==> src/rtl/sram_arbiter_pkg.sv <==
// Shared types for the SRAM arbiter: FSM state encoding, port index type
// and the modular index helper used by the round-robin picker.
package sram_arbiter_pkg;

    localparam int MAX_PORTS = 4;
    localparam int IDX_W     = $clog2(MAX_PORTS);

    typedef logic [IDX_W-1:0] port_idx_t;

    typedef enum logic [1:0] {
        ST_IDLE    = 2'd0,
        ST_BUSY    = 2'd1,
        ST_RELEASE = 2'd2
    } arb_state_t;

    // (base + offset) mod num_ports, used to walk the ports after the last winner.
    function automatic port_idx_t wrap_index(port_idx_t base, int offset, int num_ports);
        int sum;
        sum = (int'(base) + offset) % num_ports;
        return port_idx_t'(sum);
    endfunction

endpackage

==> src/rtl/sram_arbiter_if.sv <==
// Requester-side and SRAM_interface-side signals of the arbiter, bundled so
// the arbiter sees a single port; slave is the arbiter's view.
interface sram_arbiter_if #(
    parameter int NUM_PORTS = 3
);
    logic [NUM_PORTS-1:0]    request;
    logic [NUM_PORTS-1:0]    rw;
    logic [32*NUM_PORTS-1:0] address;
    logic [32*NUM_PORTS-1:0] wdata;
    logic [31:0]             rdata;
    logic [NUM_PORTS-1:0]    ready;

    logic                    sram_request;
    logic                    sram_rw;
    logic [31:0]             sram_address;
    logic [31:0]             sram_wdata;
    logic [31:0]             sram_rdata;
    logic                    sram_ready;

    modport slave (
        input  request, rw, address, wdata, sram_rdata, sram_ready,
        output rdata, ready, sram_request, sram_rw, sram_address, sram_wdata
    );

    modport master (
        output request, rw, address, wdata, sram_rdata, sram_ready,
        input  rdata, ready, sram_request, sram_rw, sram_address, sram_wdata
    );

endinterface

==> src/rtl/sram_arbiter_rr_pick.sv <==
// Combinational round-robin priority encoder: first requester after 'last',
// with an optional override that lets port 0 win whenever it asks.
module rr_pick
    import sram_arbiter_pkg::*;
#(
    parameter int NUM_PORTS = 3
) (
    input  logic [NUM_PORTS-1:0] request,
    input  port_idx_t            last,
    input  logic                 prio0,
    output logic                 valid,
    output port_idx_t            index
);

    // Scan from the farthest candidate (last itself) down to last+1 so the nearest one wins.
    always_comb begin
        valid = 1'b0;
        index = '0;
        for (int k = NUM_PORTS; k >= 1; k--) begin
            if (request[wrap_index(last, k, NUM_PORTS)]) begin
                valid = 1'b1;
                index = wrap_index(last, k, NUM_PORTS);
            end
        end
        if (prio0 && request[0]) begin
            valid = 1'b1;
            index = '0;
        end
    end

endmodule

==> src/rtl/sram_arbiter.sv <==
// Round-robin arbiter sharing one SRAM_interface among NUM_PORTS requesters,
// with a forced idle cycle between transactions so the SRAM cycle counter restarts.
module sram_arbiter
    import sram_arbiter_pkg::*;
#(
    parameter int NUM_PORTS  = 3,
    parameter int PORT0_PRIO = 0
) (
    input  logic          i_clock,
    input  logic          i_reset,
    sram_arbiter_if.slave bus
);

    arb_state_t           state;
    port_idx_t            grant;
    port_idx_t            last;
    port_idx_t            pick_index;
    logic                 pick_valid;
    logic [NUM_PORTS-1:0] ready_vec;

    rr_pick #(
        .NUM_PORTS (NUM_PORTS)
    ) u_pick (
        .request (bus.request),
        .last    (last),
        .prio0   (PORT0_PRIO != 0),
        .valid   (pick_valid),
        .index   (pick_index)
    );

    always_ff @(posedge i_clock) begin
        if (i_reset) begin
            state <= ST_IDLE;
            grant <= '0;
            last  <= port_idx_t'(NUM_PORTS - 1);
        end else begin
            case (state)
                ST_IDLE: begin
                    if (pick_valid) begin
                        grant <= pick_index;
                        last  <= pick_index;
                        state <= ST_BUSY;
                    end
                end
                // A dropped request before ready is an abort: leave without signalling ready.
                ST_BUSY: begin
                    if (bus.sram_ready || !bus.request[grant]) begin
                        state <= ST_RELEASE;
                    end
                end
                ST_RELEASE: begin
                    if (pick_valid) begin
                        grant <= pick_index;
                        last  <= pick_index;
                        state <= ST_BUSY;
                    end else begin
                        state <= ST_IDLE;
                    end
                end
                default: state <= ST_IDLE;
            endcase
        end
    end

    always_comb begin
        bus.sram_request = 1'b0;
        bus.sram_rw      = 1'b0;
        bus.sram_address = '0;
        bus.sram_wdata   = '0;
        ready_vec        = '0;
        if (state == ST_BUSY) begin
            bus.sram_request = 1'b1;
            bus.sram_rw      = bus.rw[grant];
            bus.sram_address = bus.address[32*int'(grant) +: 32];
            bus.sram_wdata   = bus.wdata[32*int'(grant) +: 32];
            ready_vec[grant] = bus.sram_ready;
        end
    end

    assign bus.ready = ready_vec;
    assign bus.rdata = bus.sram_rdata;

    // Ready must reach at most one port, and a completed transaction must be followed by a low cycle.
    a_ready_onehot: assert property (@(posedge i_clock) disable iff (i_reset)
        $onehot0(bus.ready));
    a_gap_after_ready: assert property (@(posedge i_clock) disable iff (i_reset)
        (bus.sram_request && bus.sram_ready) |=> !bus.sram_request);

endmodule
==> src/flat_wrapper.sv <==
// flat-port wrapper written by rule: the top's interface ports become plain ports
module sram_arbiter_flat import sram_arbiter_pkg::*;
#(
    parameter int NUM_PORTS  = 3,
    parameter int PORT0_PRIO = 0
)
  (i_clock, i_reset, bus_request, bus_rw, bus_address, bus_wdata, bus_sram_rdata, bus_sram_ready, bus_rdata, bus_ready, bus_sram_request, bus_sram_rw, bus_sram_address, bus_sram_wdata);
  sram_arbiter_if #(.NUM_PORTS(NUM_PORTS)) bus_i ();
  input  logic i_clock;
  input  logic i_reset;
  input wire logic [$bits(bus_i.request)-1:0] bus_request;
  input wire logic [$bits(bus_i.rw)-1:0] bus_rw;
  input wire logic [$bits(bus_i.address)-1:0] bus_address;
  input wire logic [$bits(bus_i.wdata)-1:0] bus_wdata;
  input wire logic [$bits(bus_i.sram_rdata)-1:0] bus_sram_rdata;
  input wire logic [$bits(bus_i.sram_ready)-1:0] bus_sram_ready;
  output wire logic [$bits(bus_i.rdata)-1:0] bus_rdata;
  output wire logic [$bits(bus_i.ready)-1:0] bus_ready;
  output wire logic [$bits(bus_i.sram_request)-1:0] bus_sram_request;
  output wire logic [$bits(bus_i.sram_rw)-1:0] bus_sram_rw;
  output wire logic [$bits(bus_i.sram_address)-1:0] bus_sram_address;
  output wire logic [$bits(bus_i.sram_wdata)-1:0] bus_sram_wdata;
  assign bus_i.request = bus_request;
  assign bus_i.rw = bus_rw;
  assign bus_i.address = bus_address;
  assign bus_i.wdata = bus_wdata;
  assign bus_i.sram_rdata = bus_sram_rdata;
  assign bus_i.sram_ready = bus_sram_ready;
  assign bus_rdata = bus_i.rdata;
  assign bus_ready = bus_i.ready;
  assign bus_sram_request = bus_i.sram_request;
  assign bus_sram_rw = bus_i.sram_rw;
  assign bus_sram_address = bus_i.sram_address;
  assign bus_sram_wdata = bus_i.sram_wdata;
  sram_arbiter #(.NUM_PORTS(NUM_PORTS), .PORT0_PRIO(PORT0_PRIO)) u_core (.i_clock(i_clock), .i_reset(i_reset), .bus(bus_i));
endmodule
==> config.mk <==
export PLATFORM = sky130hd
export DESIGN_NAME = sram_arbiter_flat
export DESIGN_NICKNAME = d
export VERILOG_FILES = /design/src/rtl/sram_arbiter_pkg.sv /design/src/rtl/sram_arbiter_if.sv /design/src/rtl/sram_arbiter_rr_pick.sv /design/src/rtl/sram_arbiter.sv /design/src/flat_wrapper.sv
export SDC_FILE = /design/constraint.sdc
export NUM_CORES = 1
export LEC_CHECK = 0
export ABC_AREA = 1
export CAP_MARGIN = 5
export CORE_AREA = 2 2 130 132
export CTS_CLUSTER_SIZE = 12
export DETAILED_ROUTE_END_ITERATION = 8
export DIE_AREA = 0 0 132 134
export DONT_BUFFER_PORTS = 1
export PLACE_DENSITY = 0.3
export SETUP_SLACK_MARGIN = 0.05
export SKIP_LAST_GASP = 1
export SLEW_MARGIN = 20
export SYNTH_ARGS = -nofsm -noshare
export SYNTH_HDL_FRONTEND = slang
export SYNTH_HIERARCHICAL = 1
export SYNTH_SLANG_ARGS = --single-unit
==> constraint.sdc <==
create_clock -name i_clock -period 2.3 [get_ports i_clock]
set_input_delay 0.23 -clock i_clock [delete_from_list [all_inputs] [get_ports i_clock]]
set_output_delay 0.23 -clock i_clock [all_outputs]
set_load 0.01 [all_outputs]
==> results_dict.tcl, run 1 <==
set metrics [dict create \
    post_cts_buffers 0 \
    drt_iter0_markers 124 \
    hold_buffers 0 \
    cp_slowest_stage_delay_ns 0.58 \
    fillers 1925 \
    antenna_found_initial 0 \
    antenna_left 0 \
    worst_setup_path_end_kind "output pin" \
    grt_max_degree 41 \
    seq_area_frac_synth 0.04147 \
    synthTopCellsByCount "nand2_1 (279), nand3_1 (75), inv_1 (73), buf_4 (36), buf_2 (12)" \
    synth_top_family_by_area "simple AND/OR/NAND/NOR gates" \
    synth.distinct_cells 20 \
    yosys.area_share.xor_xnor 0 \
    core_sq_um 16290 \
    final_cell_count_no_fill 698 \
    start_util 0.1482 \
    crit_top_cell "nand2_1" \
    clkTransAtPathRegs_ns 0.03 \
    crit_slowest_cell "dfxtp_1" \
    synth_compound_area_frac 0.01244 \
    arrival_ns 1.82 \
    ir_worst_vdd_uv 313.7 \
    synth-seq-cells 5 \
    grt_overflow 0 \
    slew_headroom 0.6576 \
    grt_pass1_wl_um 11670 \
    synth_nets 763 \
    p_per_area_nw_per_um2 977.3 \
    maxCapViolCount 0 \
    drc_errors 0 \
    crit_buf_inv 3 \
    wl_per_cell_um 11.76 \
    htree_levels 1 \
    clock_sinks 5 \
    drive_gt1_frac 0.04603 \
    criticalPathCategory "flip-flop to output pin" \
    status "complete, no violations" \
    tns_ns 0 \
    startpoint "u_core/grant[0]" \
    path_depth 7 \
    totalWireLength_um 8207 \
    root_buffer "clkbuf_16" \
    synth_area_leaders "nand2_1 (43%), nand3_1 (16%), inv_1 (11%)" \
    boundaryPins 334 \
    via_count 2854 \
    ff2ff_path_depth 10 \
    cts_tree "yes" \
    viasPerCell 4.089 \
    rsz0062_at_grt "false" \
    clk_latency_ns 0.23 \
    synth.avg_cell_area_sq_um 4.589 \
    critPathLaunchType "flip-flop" \
    fp-row-count 47 \
    io_buffers 0 \
    die_x_um 132 \
    worstPathRequired_ns 2.07 \
    fin_nets 716 \
    cp_max_fo 31 \
    grt_pass1_vias 2495 \
    synthFlopType "dfxtp_1" \
    worst_slew_pin_slew_ns 0.5097 \
    cts_inserted_buffers 3 \
    critical_path.endpoint "bus_sram_address[5]" \
    muxShareOfSynthArea 0 \
    finalHoldViolations 0 \
    synthAdderAreaFrac 0.02074 \
    netlist.area_leader.share 0.4339 \
    timing.rr.start "u_core/grant[0]" \
    dp.cells 694 \
    cts_max_path_buffers 2 \
    place_ws_ns 0.3165 \
    drtPass1Iterations 4 \
    hold_path.class "input port to flip-flop" \
    crit_path_cell_trace "inv_2 -> nor2_4 -> buf_4 -> nand2_1 -> nand3_1 -> nand2_1 -> inv_1" \
    finalCriticalPeriod_ns 2.054 \
    async_flop_share 0 \
    n_antenna_cell 0 \
    drv_slew 0 \
    synthCells 526 \
    p_leak_uw 0.001561 \
    r2r-end "u_core/grant[0]" \
    grt_usage 0.07868 \
    reg2reg_slack_ns 0.30 \
    crit_family "buffers and inverters" \
    yosysMostFrequentCell "nand2_1" \
    fmax_mhz 487.0 \
    place_congestion 0.7097 \
    synth_area_sq_um 2414 \
    dp.final_hpwl_um 6632 \
    clock_skew_ns 0.002033 \
    final.setup.worst_slack_ns 0.2464 \
    yosys.area.top_type "nand2_1" \
    yosysWarnings 6 \
    finalSetupViolCount 0 \
    die_area_sq_um 17690 \
    ctsResizeCount 0 \
    synth_edf_count 0 \
    die_h_um 134 \
    fin_crit_sh 0.8929 \
    yosys.area_share.simple 0.6345 \
    syn_to_final_growth_pct 2.748 \
]
-- worst min path at each step --
stage | start | end | slack [ns] | depth (start not counted)
2_1_floorplan | i_reset | u_core/grant[1] | 0.30 | 1
3_3_place_gp | i_reset | u_core/state[0] | 0.30 | 1
3_5_place_dp | i_reset | u_core/state[0] | 0.30 | 1
4_1_cts | i_reset | u_core/state[0] | 0.07 | 1
5_1_grt | i_reset | u_core/state[0] | 0.06 | 1
6_report | i_reset | u_core/state[0] | 0.07 | 1
-- worst reg2reg max path, stage by stage, from the launching register on --
cell     delay, ns
dfxtp_1       0.58
inv_1         0.13
ha_1          0.35
inv_2         0.11
nand3_1       0.13
nand2_2       0.11
nor2_1        0.04
nand3_1       0.07
nand2_1       0.12
o21ai_0       0.19
a21oi_1       0.06
-- power breakdown --
part | switching (uW) | internal, uW | total [uW]
combinational | 1370 | 613 | 1980
sequential | 45.5 | 115 | 161
clock | 54.8 | 229 | 284
-- placed cells by master (no fill, tap or decap) --
master	count
ha_1	4
clkbuf_1	1
a21oi_1	5
buf_4	5
inv_2	3
clkbuf_16	3
nand2_1	279
o21ai_0	1
nand3_2	1
inv_1	73
nor2_1	6
nand2_2	2
dfxtp_1	5
buf_12	3
nand3b_1	2
nor3_1	4
nand3b_2	1
conb_1	1
nor2_4	4
nand3_1	75
-- registers in the layout (all words and copies together) (netlist names) --
signal        flops
u_core/state      2
u_core/last       1
u_core/grant      2
-- cell type report --
class	count	area [sq um]	share of cell area
well taps	220	275.3	0.1110
flip-flops and latches	5	100.1	0.04036
clock buffers	4	78.83	0.03179
repair buffers	8	97.59	0.03935
multi-input cells	385	1643	0.6625
inverters	76	285.3	0.1150
-- cell families after synthesis --
logic type | Yosys count
buffers and inverters | 136
DFF | 5
AOI/OAI and AO/OA | 6
other | 1
adders and majority gates | 4
and+or+nand+nor | 374
-- metal layers --
metal  vias up  share of wire  track usage
li1       1437              -            -
met1      1233           0.38      0.08067
met2       166           0.50       0.1534
met3        18          0.094      0.02154
met4         0          0.020      0.02597
met5         -              0            0
-- stage by stage --
stage	area [sq um]	hold slack, ns	utilization	total power (uW)
floorplan	2414	0.2991	-	1826
global placement	2401	0.3031	0.1474	2216
detailed placement	2401	0.3024	0.1474	2157
CTS	2480	0.06697	0.1522	2450
global route	2480	0.06273	0.1522	2683
finish	2480	0.06961	0.1522	2424
(Power assumes the default switching activity.)
==> inputs of run 2 (changes only) <==
--- a/config.mk
+++ b/config.mk
@@ -8,6 +8,7 @@
 export ABC_AREA = 1
 export CAP_MARGIN = 5
 export CORE_AREA = 2 2 130 132
+export CTS_CLUSTER_DIAMETER = 50
 export CTS_CLUSTER_SIZE = 12
 export DETAILED_ROUTE_END_ITERATION = 8
 export DIE_AREA = 0 0 132 134
==> results of run 2 <==
No change in the layout: final DEF, timing and power equal those of run 1.
